===== src/rtl/gpio_selftest_seq.sv =====
`default_nettype none
// ============================================================================
// Module   : gpio_selftest_seq
// Brief    : Wishbone master that walks every GPIO pad through a drive-high /
//            drive-low loopback check, collects a failure mask, then returns
//            all pads to input with output low and pulses done.
// Revision : 1.0 - initial release
// ============================================================================
module gpio_selftest_seq #(
  parameter int N       = 12,
  parameter int SETTLE  = 4,
  parameter int TIMEOUT = 255
) (
  input  logic          clk,
  input  logic          rst_n,
  input  logic          start,
  output logic          busy,
  output logic          done,
  output logic          pass,
  output logic          err,
  output logic [N-1:0]  fail_mask,
  output logic [4:0]    cur_pin,
  output logic [1:0]    wb_addr,
  output logic [31:0]   wb_wdata,
  input  logic [31:0]   wb_rdata,
  output logic          wb_we,
  output logic          wb_cyc,
  input  logic          wb_ack
);

  localparam logic [1:0] c_addr_oe  = 2'd0;
  localparam logic [1:0] c_addr_out = 2'd1;
  localparam logic [1:0] c_addr_in  = 2'd2;

  localparam int                  c_wait_w    = (SETTLE > 1) ? $clog2(SETTLE) : 1;
  localparam logic [c_wait_w-1:0] c_wait_last = c_wait_w'(SETTLE - 1);
  localparam logic [7:0]          c_tmo_last  = 8'(TIMEOUT - 1);
  localparam logic [4:0]          c_pin_last  = 5'(N - 1);

  // The pad-advance decision (NEXT) is taken in the gap cycle of READ_LO,
  // so moving to the next pad costs no extra cycle.
  typedef enum logic [3:0] {
    S_IDLE    = 4'd0,
    S_SET_OE  = 4'd1,
    S_SET_HI  = 4'd2,
    S_WAIT_HI = 4'd3,
    S_READ_HI = 4'd4,
    S_SET_LO  = 4'd5,
    S_WAIT_LO = 4'd6,
    S_READ_LO = 4'd7,
    S_CLR_OE  = 4'd8,
    S_CLR_O   = 4'd9,
    S_FIN     = 4'd10
  } state_t;

  state_t               r_state, w_state;
  logic                 r_cyc, w_cyc;
  logic                 r_we, w_we;
  logic [1:0]           r_addr, w_addr;
  logic [31:0]          r_wdata, w_wdata;
  logic                 r_busy, w_busy;
  logic                 r_done, w_done;
  logic                 r_pass, w_pass;
  logic                 r_err, w_err;
  logic [N-1:0]         r_fail, w_fail;
  logic [4:0]           r_pin, w_pin;
  logic [7:0]           r_tmo, w_tmo;
  logic [c_wait_w-1:0]  r_wait, w_wait;

  logic [31:0]          w_pin_mask;
  logic [31:0]          w_next_mask;
  logic                 w_hit;

  assign w_pin_mask  = 32'd1 << r_pin;
  assign w_next_mask = 32'd1 << (r_pin + 5'd1);
  assign w_hit       = |(wb_rdata & w_pin_mask);

  // Next-state and next-output logic; every output is registered below.
  always_comb begin
    w_state = r_state;
    w_cyc   = r_cyc;
    w_we    = r_we;
    w_addr  = r_addr;
    w_wdata = r_wdata;
    w_busy  = r_busy;
    w_done  = 1'b0;
    w_pass  = r_pass;
    w_err   = r_err;
    w_fail  = r_fail;
    w_pin   = r_pin;
    w_tmo   = r_tmo;
    w_wait  = r_wait;

    case (r_state)
      S_IDLE: begin
        if (start) begin
          w_fail  = '0;
          w_err   = 1'b0;
          w_pass  = 1'b0;
          w_pin   = 5'd0;
          w_busy  = 1'b1;
          w_state = S_SET_OE;
          w_cyc   = 1'b1;
          w_we    = 1'b1;
          w_addr  = c_addr_oe;
          w_wdata = 32'd1;
          w_tmo   = 8'd0;
        end
      end

      S_WAIT_HI, S_WAIT_LO: begin
        if (r_wait == c_wait_last) begin
          w_state = (r_state == S_WAIT_HI) ? S_READ_HI : S_READ_LO;
          w_cyc   = 1'b1;
          w_we    = 1'b0;
          w_addr  = c_addr_in;
          w_wdata = 32'd0;
          w_tmo   = 8'd0;
        end else begin
          w_wait = r_wait + 1'b1;
        end
      end

      S_FIN: begin
        w_busy  = 1'b0;
        w_state = S_IDLE;
      end

      // Bus states: cyc phase (wait for ack or timeout), then one gap cycle.
      default: begin
        if (r_cyc) begin
          if (wb_ack) begin
            w_cyc = 1'b0;
            w_we  = 1'b0;
            if ((r_state == S_READ_HI && !w_hit) || (r_state == S_READ_LO && w_hit)) begin
              w_fail = r_fail | w_pin_mask[N-1:0];
            end
          end else if (r_tmo == c_tmo_last) begin
            // Abort: no cleanup writes, straight to the end-of-run pulse.
            w_cyc   = 1'b0;
            w_we    = 1'b0;
            w_err   = 1'b1;
            w_done  = 1'b1;
            w_state = S_FIN;
          end else begin
            w_tmo = r_tmo + 8'd1;
          end
        end else begin
          w_tmo = 8'd0;
          case (r_state)
            S_SET_OE: begin
              w_state = S_SET_HI;
              w_cyc   = 1'b1;
              w_we    = 1'b1;
              w_addr  = c_addr_out;
              w_wdata = w_pin_mask;
            end
            S_SET_HI: begin
              w_state = S_WAIT_HI;
              w_wait  = '0;
            end
            S_READ_HI: begin
              w_state = S_SET_LO;
              w_cyc   = 1'b1;
              w_we    = 1'b1;
              w_addr  = c_addr_out;
              w_wdata = 32'd0;
            end
            S_SET_LO: begin
              w_state = S_WAIT_LO;
              w_wait  = '0;
            end
            S_READ_LO: begin
              w_cyc = 1'b1;
              w_we  = 1'b1;
              w_addr = c_addr_oe;
              if (r_pin == c_pin_last) begin
                w_state = S_CLR_OE;
                w_wdata = 32'd0;
              end else begin
                w_state = S_SET_OE;
                w_pin   = r_pin + 5'd1;
                w_wdata = w_next_mask;
              end
            end
            S_CLR_OE: begin
              w_state = S_CLR_O;
              w_cyc   = 1'b1;
              w_we    = 1'b1;
              w_addr  = c_addr_out;
              w_wdata = 32'd0;
            end
            S_CLR_O: begin
              w_state = S_FIN;
              w_done  = 1'b1;
            end
            default: begin
              w_state = S_IDLE;
            end
          endcase
        end
      end
    endcase

    // Results are latched as the run ends so they are valid in the done cycle.
    if (w_done) begin
      w_pass = (w_fail == '0) && !w_err;
    end
  end

  // State and output registers; reset drops the bus request immediately.
  always_ff @(posedge clk or negedge rst_n) begin
    if (!rst_n) begin
      r_state <= S_IDLE;
      r_cyc   <= 1'b0;
      r_we    <= 1'b0;
      r_addr  <= 2'd0;
      r_wdata <= 32'd0;
      r_busy  <= 1'b0;
      r_done  <= 1'b0;
      r_pass  <= 1'b0;
      r_err   <= 1'b0;
      r_fail  <= '0;
      r_pin   <= 5'd0;
      r_tmo   <= 8'd0;
      r_wait  <= '0;
    end else begin
      r_state <= w_state;
      r_cyc   <= w_cyc;
      r_we    <= w_we;
      r_addr  <= w_addr;
      r_wdata <= w_wdata;
      r_busy  <= w_busy;
      r_done  <= w_done;
      r_pass  <= w_pass;
      r_err   <= w_err;
      r_fail  <= w_fail;
      r_pin   <= w_pin;
      r_tmo   <= w_tmo;
      r_wait  <= w_wait;
    end
  end

  assign wb_cyc    = r_cyc;
  assign wb_we     = r_we;
  assign wb_addr   = r_addr;
  assign wb_wdata  = r_wdata;
  assign busy      = r_busy;
  assign done      = r_done;
  assign pass      = r_pass;
  assign err       = r_err;
  assign fail_mask = r_fail;
  assign cur_pin   = r_pin;

endmodule
`default_nettype wire


===== config.mk =====
export PLATFORM = sky130hd
export DESIGN_NAME = gpio_selftest_seq
export DESIGN_NICKNAME = d
export VERILOG_FILES = /design/src/rtl/gpio_selftest_seq.sv
export SDC_FILE = /design/constraint.sdc
export NUM_CORES = 1
export LEC_CHECK = 0
export CELL_PAD_IN_SITES_DETAIL_PLACEMENT = 2
export CELL_PAD_IN_SITES_GLOBAL_PLACEMENT = 2
export CORE_ASPECT_RATIO = 0.75
export CORE_UTILIZATION = 31
export CTS_CLUSTER_DIAMETER = 80
export DETAILED_ROUTE_END_ITERATION = 16
export GPL_ROUTABILITY_DRIVEN = 0
export HOLD_SLACK_MARGIN = 0.02
export PLACE_DENSITY = 0.78
export SYNTH_ARGS = -nofsm -noshare
export SYNTH_HDL_FRONTEND = slang
export SYNTH_SLANG_ARGS = --single-unit

===== constraint.sdc =====
create_clock -name clk -period 3.1 [get_ports clk]
set_input_delay 0.465 -clock clk [delete_from_list [all_inputs] [get_ports clk]]
set_output_delay 0.465 -clock clk [all_outputs]
set_load 0.02 [all_outputs]

== Word level (Yosys, flattened, before mapping) ==
Index checks and enable logic that the tools add are counted.

* Register bits: 71
* Input bits: 36
* Output and inout port bits: 57
* Word-level logic and storage cells: 150

* Add/subtract/negate cells: 3
* Equality and inequality tests: 25
* Shifts and indexed selects: 2
* Muxes and demuxes: 67
* Bitwise operators: 5
* Reduce and logical (&&, ||, !) cells: 35

{| class="wikitable"
|+ Operators by type and width
! operator !! number
|-
| $pmux 32 s3 || 2
|-
| $mux 32 || 4
|-
| $shl 1x5->32 const A || 2
|-
| $mux 12 || 4
|-
| $mux 8 || 5
|-
| $and 32x32->32 || 1
|-
| $reduce_or 32->1 || 1
|-
| $pmux 4 s7 || 1
|-
| $reduce_and 5->1 || 5
|-
| $mux 4 || 6
|-
| $pmux 12 s2 || 1
|-
| $pmux 8 s3 || 1
|-
| $mux 1 || 23
|-
| $mux 5 || 4
|-
| $eq 4x3->1 const B || 4
|-
| $mux 2 || 7
|-
| $eq 4x4->1 const B || 3
|-
| $logic_not 12->1 || 1
|-
| $or 12x12->12 || 1
|-
| $pmux 4 s3 || 1
|-
| $ne 5x2->1 const B || 2
|-
| $pmux 5 s2 || 1
|-
| $reduce_bool 2->1 || 5
|-
| $add 8x1->8 const B || 1
|-
| 29 further kinds || 51
|}

== Longest topological paths before layout ==
* Word-level depth: 13
* Depth in mapped cells: 11

== Worst setup path after synthesis ==
OpenSTA, ideal clock, no wires.

* Path kind: flip-flop to flip-flop
* From: register r_pin[0] (netlist: cur_pin[0])
* To: register r_fail[10] (netlist: fail_mask[10])
* Setup time: 0.122 ns
* Arrival time: 2.353 ns
* Required time: 2.978 ns
* Path slack: 0.625 ns
* Stages on the path, launching flop included: 11
* Period minus slack after synthesis: 2.475 ns
* Path through: dfrtp_1 > inv_1 > ha_1 > buf_4 > a222oi_1 > nand3b_1 > a21oi_1 > a211oi_1 > and4_4 > mux2_4 > a32o_1

* Word-level cells in the longest chain between the ends: 10

{| class="wikitable"
|+ Ends and longest elaborated chain
! item !! line !! source
|-
| start, declared || 66 || <nowiki>logic [4:0] r_pin, w_pin;</nowiki>
|-
| start signal, assigned || 238 || <nowiki>r_pin <= w_pin;</nowiki>
|-
| $shl 1x5->32 * || 74 || <nowiki>assign w_pin_mask = 32'd1 << r_pin;</nowiki>
|-
| $and 32x32->32 || 76 || <nowiki>assign w_hit = |(wb_rdata & w_pin_mask);</nowiki>
|-
| $reduce_or 32->1 || 76 ||
|-
| $logic_not 1->1 || 135 || <nowiki>if ((r_state == S_READ_HI && !w_hit) || (r_state == S_READ_LO && w_hit)) begin</nowiki>
|-
| $logic_and 1x1->1 || 135 ||
|-
| $logic_or 1x1->1 || 135 ||
|-
| $mux 12 * || 135 ||
|-
| $mux 12 * || 132 || <nowiki>if (wb_ack) begin</nowiki>
|-
| $mux 12 * || 131 || <nowiki>if (r_cyc) begin</nowiki>
|-
| $pmux 12 s2 * || 94 || <nowiki>case (r_state)</nowiki>
|-
| via w_fail[10] || 65 || <nowiki>logic [N-1:0] r_fail, w_fail;</nowiki>
|-
| end signal, assigned || 237 || <nowiki>r_fail <= w_fail;</nowiki>
|-
| end, declared || 65 ||
|}

The timed path passes the listed nets; every way through them passes the cells marked *.
A chain may end at the register's enable or synchronous reset.

== Final worst setup path ==
* From: register r_pin[0] (netlist: cur_pin[0])
* To: register r_fail[3] (netlist: fail_mask[3])

The elaborated chain is that of the path after synthesis.

==> summary.md <==
| Metric | Value |
|---|---|
| Synth Net Count | 553 |
| Worst Path Required | 3.33 ns |
| Gr busiest metal | met2 |
| Post-synthesis area per instance | 8.96 um^2 |
| Simple-gate share of the synthesized area | 0.216 |
| DRT iter0 DRCs | 234 |
| Final WL | 16800 um |
| Post-layout util | 0.421 |
| Worst slew pin tran | 0.858 ns |
| Vias in the first global route | 4706 |
| Pwr Density | 969 mW/mm^2 |
| CTS tree | done |
| Crit Reg-Reg Startpoint | cur_pin[0] |
| Final period util | 0.947 |
| Total track usage | 0.234 |
| Kind of critical path | reg -> reg |
| EDFF count, synth | 0 |
| Worst-path clk slew | 0.06 ns |
| Final slew viol count | 0 |
| Worst Path Arrival | 3.17 ns |
| Seq cells post-synth | 71 |
| First-pass GRT wire length | 26900 um |
| Die Height | 107 um |
| Post-synthesis cell count | 508 |
| Antenna Nets Post-Route | 0 |
| Initial core utilization | 0.325 |
| Post-CTS Hold Buffers | 0 |
| Final setup fails | 0 |
| Setup slack, reg-to-reg | 0.16 ns |
| M3 GR Usage | 0.0442 |
| Die area | 0.0152 mm^2 |
| CP Capture Type | register |
| Final Skew | 0.00757 ns |
| Worst vdd ir | 594 uV |
| Lkg Pwr | 0.00233 uW |
| Share of Yosys cell area claimed by the top area cell type | 0.390 |
| Cell taking the most area after synthesis | dfrtp_1 |
| Clock buffer depth | 2 |
| Post-CTS Setup Bufs | 0 |
| CP Launch Point | cur_pin[0] |
| Final worst path period need | 2.94 ns |
| Post-synthesis sequential area ratio | 0.390 |
| Drt drc | 0 |
| DR vias | 4446 |
| Area delta synth->final | 29.6% |
| Rows | 37 |
| 1st-pass router iterations | 4 |
| Post-route setup TNS | 0 ns |
| Ys Warns | 0 |
| H-tree lvl count | 3 |
| IO Count | 93 |
| Met2 Use GR | 0.365 |
| Final worst slack | 0.164 ns |
| PostCTS Resize Cnt | 0 |
| Post-synth top cells | dfrtp_1, nand2_1, o21ai_0, nand3_1, o31ai_1 |
| Core area | 0.0140 mm^2 |
| Most used DFF post-synth | dfrtp_1 |
| M1 GR Usage | 0.330 |
| Sink Count | 71 |
| Synthesized cell area | 0.00455 mm^2 |
| CTS Buf Count | 9 |
| IO Port Bufs | 92 |
| Xor and xnor area share after synthesis | 0.00742 |
| Worst slew margin | 0.428 |
| Worst hold path type | in -> async |
| Clk root buf | clkbuf_16 |
| Post-synth ARST share | 1.00 |
| Final Hold Viols | 0 |
| MaxCap Viol Count | 0 |
| Mux cell area share after synthesis | 0.0220 |
| Final Net Count | 627 |
| Area contributors post-synth | dfrtp_1, nand2_1, o31ai_1 |
| Status | completed |
| Cell with the most instances after synthesis | dfrtp_1 |
| RSZ-0062 raised after global routing | false |
| Vias per std cell | 5.69 |
| Wire per inst | 21.5 um |
| Number of diodes | 0 |
| Hpwl dp | 12100 um |
| Yosys cell types | 70 |
| Largest net degree at the start of global routing | 66 |
| Worst-skew pair later-pin latency | 0.35 ns |
| Crit Path Max Fanout | 12 |
| Startpoint types | register |
| Main combinational cell family by area after synthesis | compound AO/OA/AOI/OAI gates |
| Congestion Overflow GR | 0 |
| Synth Area in Compound Gates | 0.270 |
| Setup WS pre-CTS | 0.356 ns |
| Fillers | 1519 |
| Initial antenna violation count | 0 |
| Area share of fa/ha/maj cells after synthesis | 0.0247 |
| Die W | 142 um |
| Layout cells sized above 1 | 0.109 |
| Fmax | 341 MHz |
==> flip-flops by register name, indices dropped and copies added (netlist names) <==
| name | count |
|---|---|
| fail_mask | 12 |
| wb_cyc | 1 |
| cur_pin | 5 |
| done | 1 |
| wb_we | 1 |
| err | 1 |
| pass | 1 |
| wb_addr | 2 |
| r_state | 4 |
| r_wait | 2 |
| busy | 1 |
| wb_wdata | 32 |
| r_tmo | 8 |
==> layout by cell type, fill, tap and decap left out, drive strengths merged, types with 4 or more instances in the layout <==
cell type,netlist,routed
a21oi,17,17
a22o,4,4
a22oi,14,14
a31oi,11,11
a32o,9,9
a32oi,18,18
and2,5,5
and3,7,7
buf,32,18
clkbuf,14,10
clkdlybuf4s50,0,91
dfrtp,71,71
ha,9,9
inv,13,14
mux2,5,5
mux2i,4,4
nand2,71,71
nand2b,5,5
nand3,26,26
nand3b,4,4
nor2,28,28
nor2b,12,12
nor3,9,9
nor4,4,4
o21ai,38,38
o31ai,32,32
or3,4,4
==> final timing paths <==
check,to,cells past startpoint
hold reg to reg,wb_wdata[6],2
hold / removal,busy,1
min in group clk,wb_wdata[6],2
setup reg to reg,fail_mask[3],9
setup / recovery,fail_mask[3],9
max in group asynchronous,wb_cyc,2
==> area by class of cell <==
class	count	area [um^2]	share of cell area
Timing Repair Buffer	109	1070	0.181
Sequential cell	71	1780	0.301
Tap cell	195	244	0.0413
Clock inverter	6	68.8	0.0117
Clock buffer	10	239	0.0405
Inverter	13	48.8	0.00827
Multi-Input combinational cell	378	2450	0.416
==> where the power goes <==
part           switching (uW)  internal, uW
Clock                     446           650
Sequential                326          1110
Combinational            2070          1120
Total                    2840          2880
==> cell families after synthesis <==
logic type | count (synthesis)
AO/OA/AOI/OAI | 167
XOR/XNOR | 3
adder cells (fa/ha/maj) | 9
buffers and inverters | 59
flip-flops | 71
multiplexers | 9
AND/OR/NAND/NOR | 190
==> metal layers <==
layer / vias up / wire (um)
li1: 2039 / -
met1: 2266 / 8020
met2: 126 / 7690
met3: 15 / 873
met4: 0 / 213
met5: - / 0
==> critical path: stages, from the launching register on <==
cell	delay, ns
dfrtp_1	0.45
inv_1	0.10
ha_1	0.42
nor2b_2	0.31
nand3_1	0.12
o221ai_1	0.14
a211oi_1	0.33
and4_4	0.31
mux2_4	0.36
a32o_1	0.29
==> through the flow <==
step	hold slack [ns]	std cells	total power (uW)	instance area (um^2)
after CTS	0.246	782	5750	5900
after floorplan	0.169	508	3640	4550
after detailed placement	0.471	766	4610	5590
final	0.214	782	5720	5900
after global placement	0.461	766	4460	5590
after global routing	0.271	782	6100	5900
Note: power is estimated with default switching activity, not from simulation.
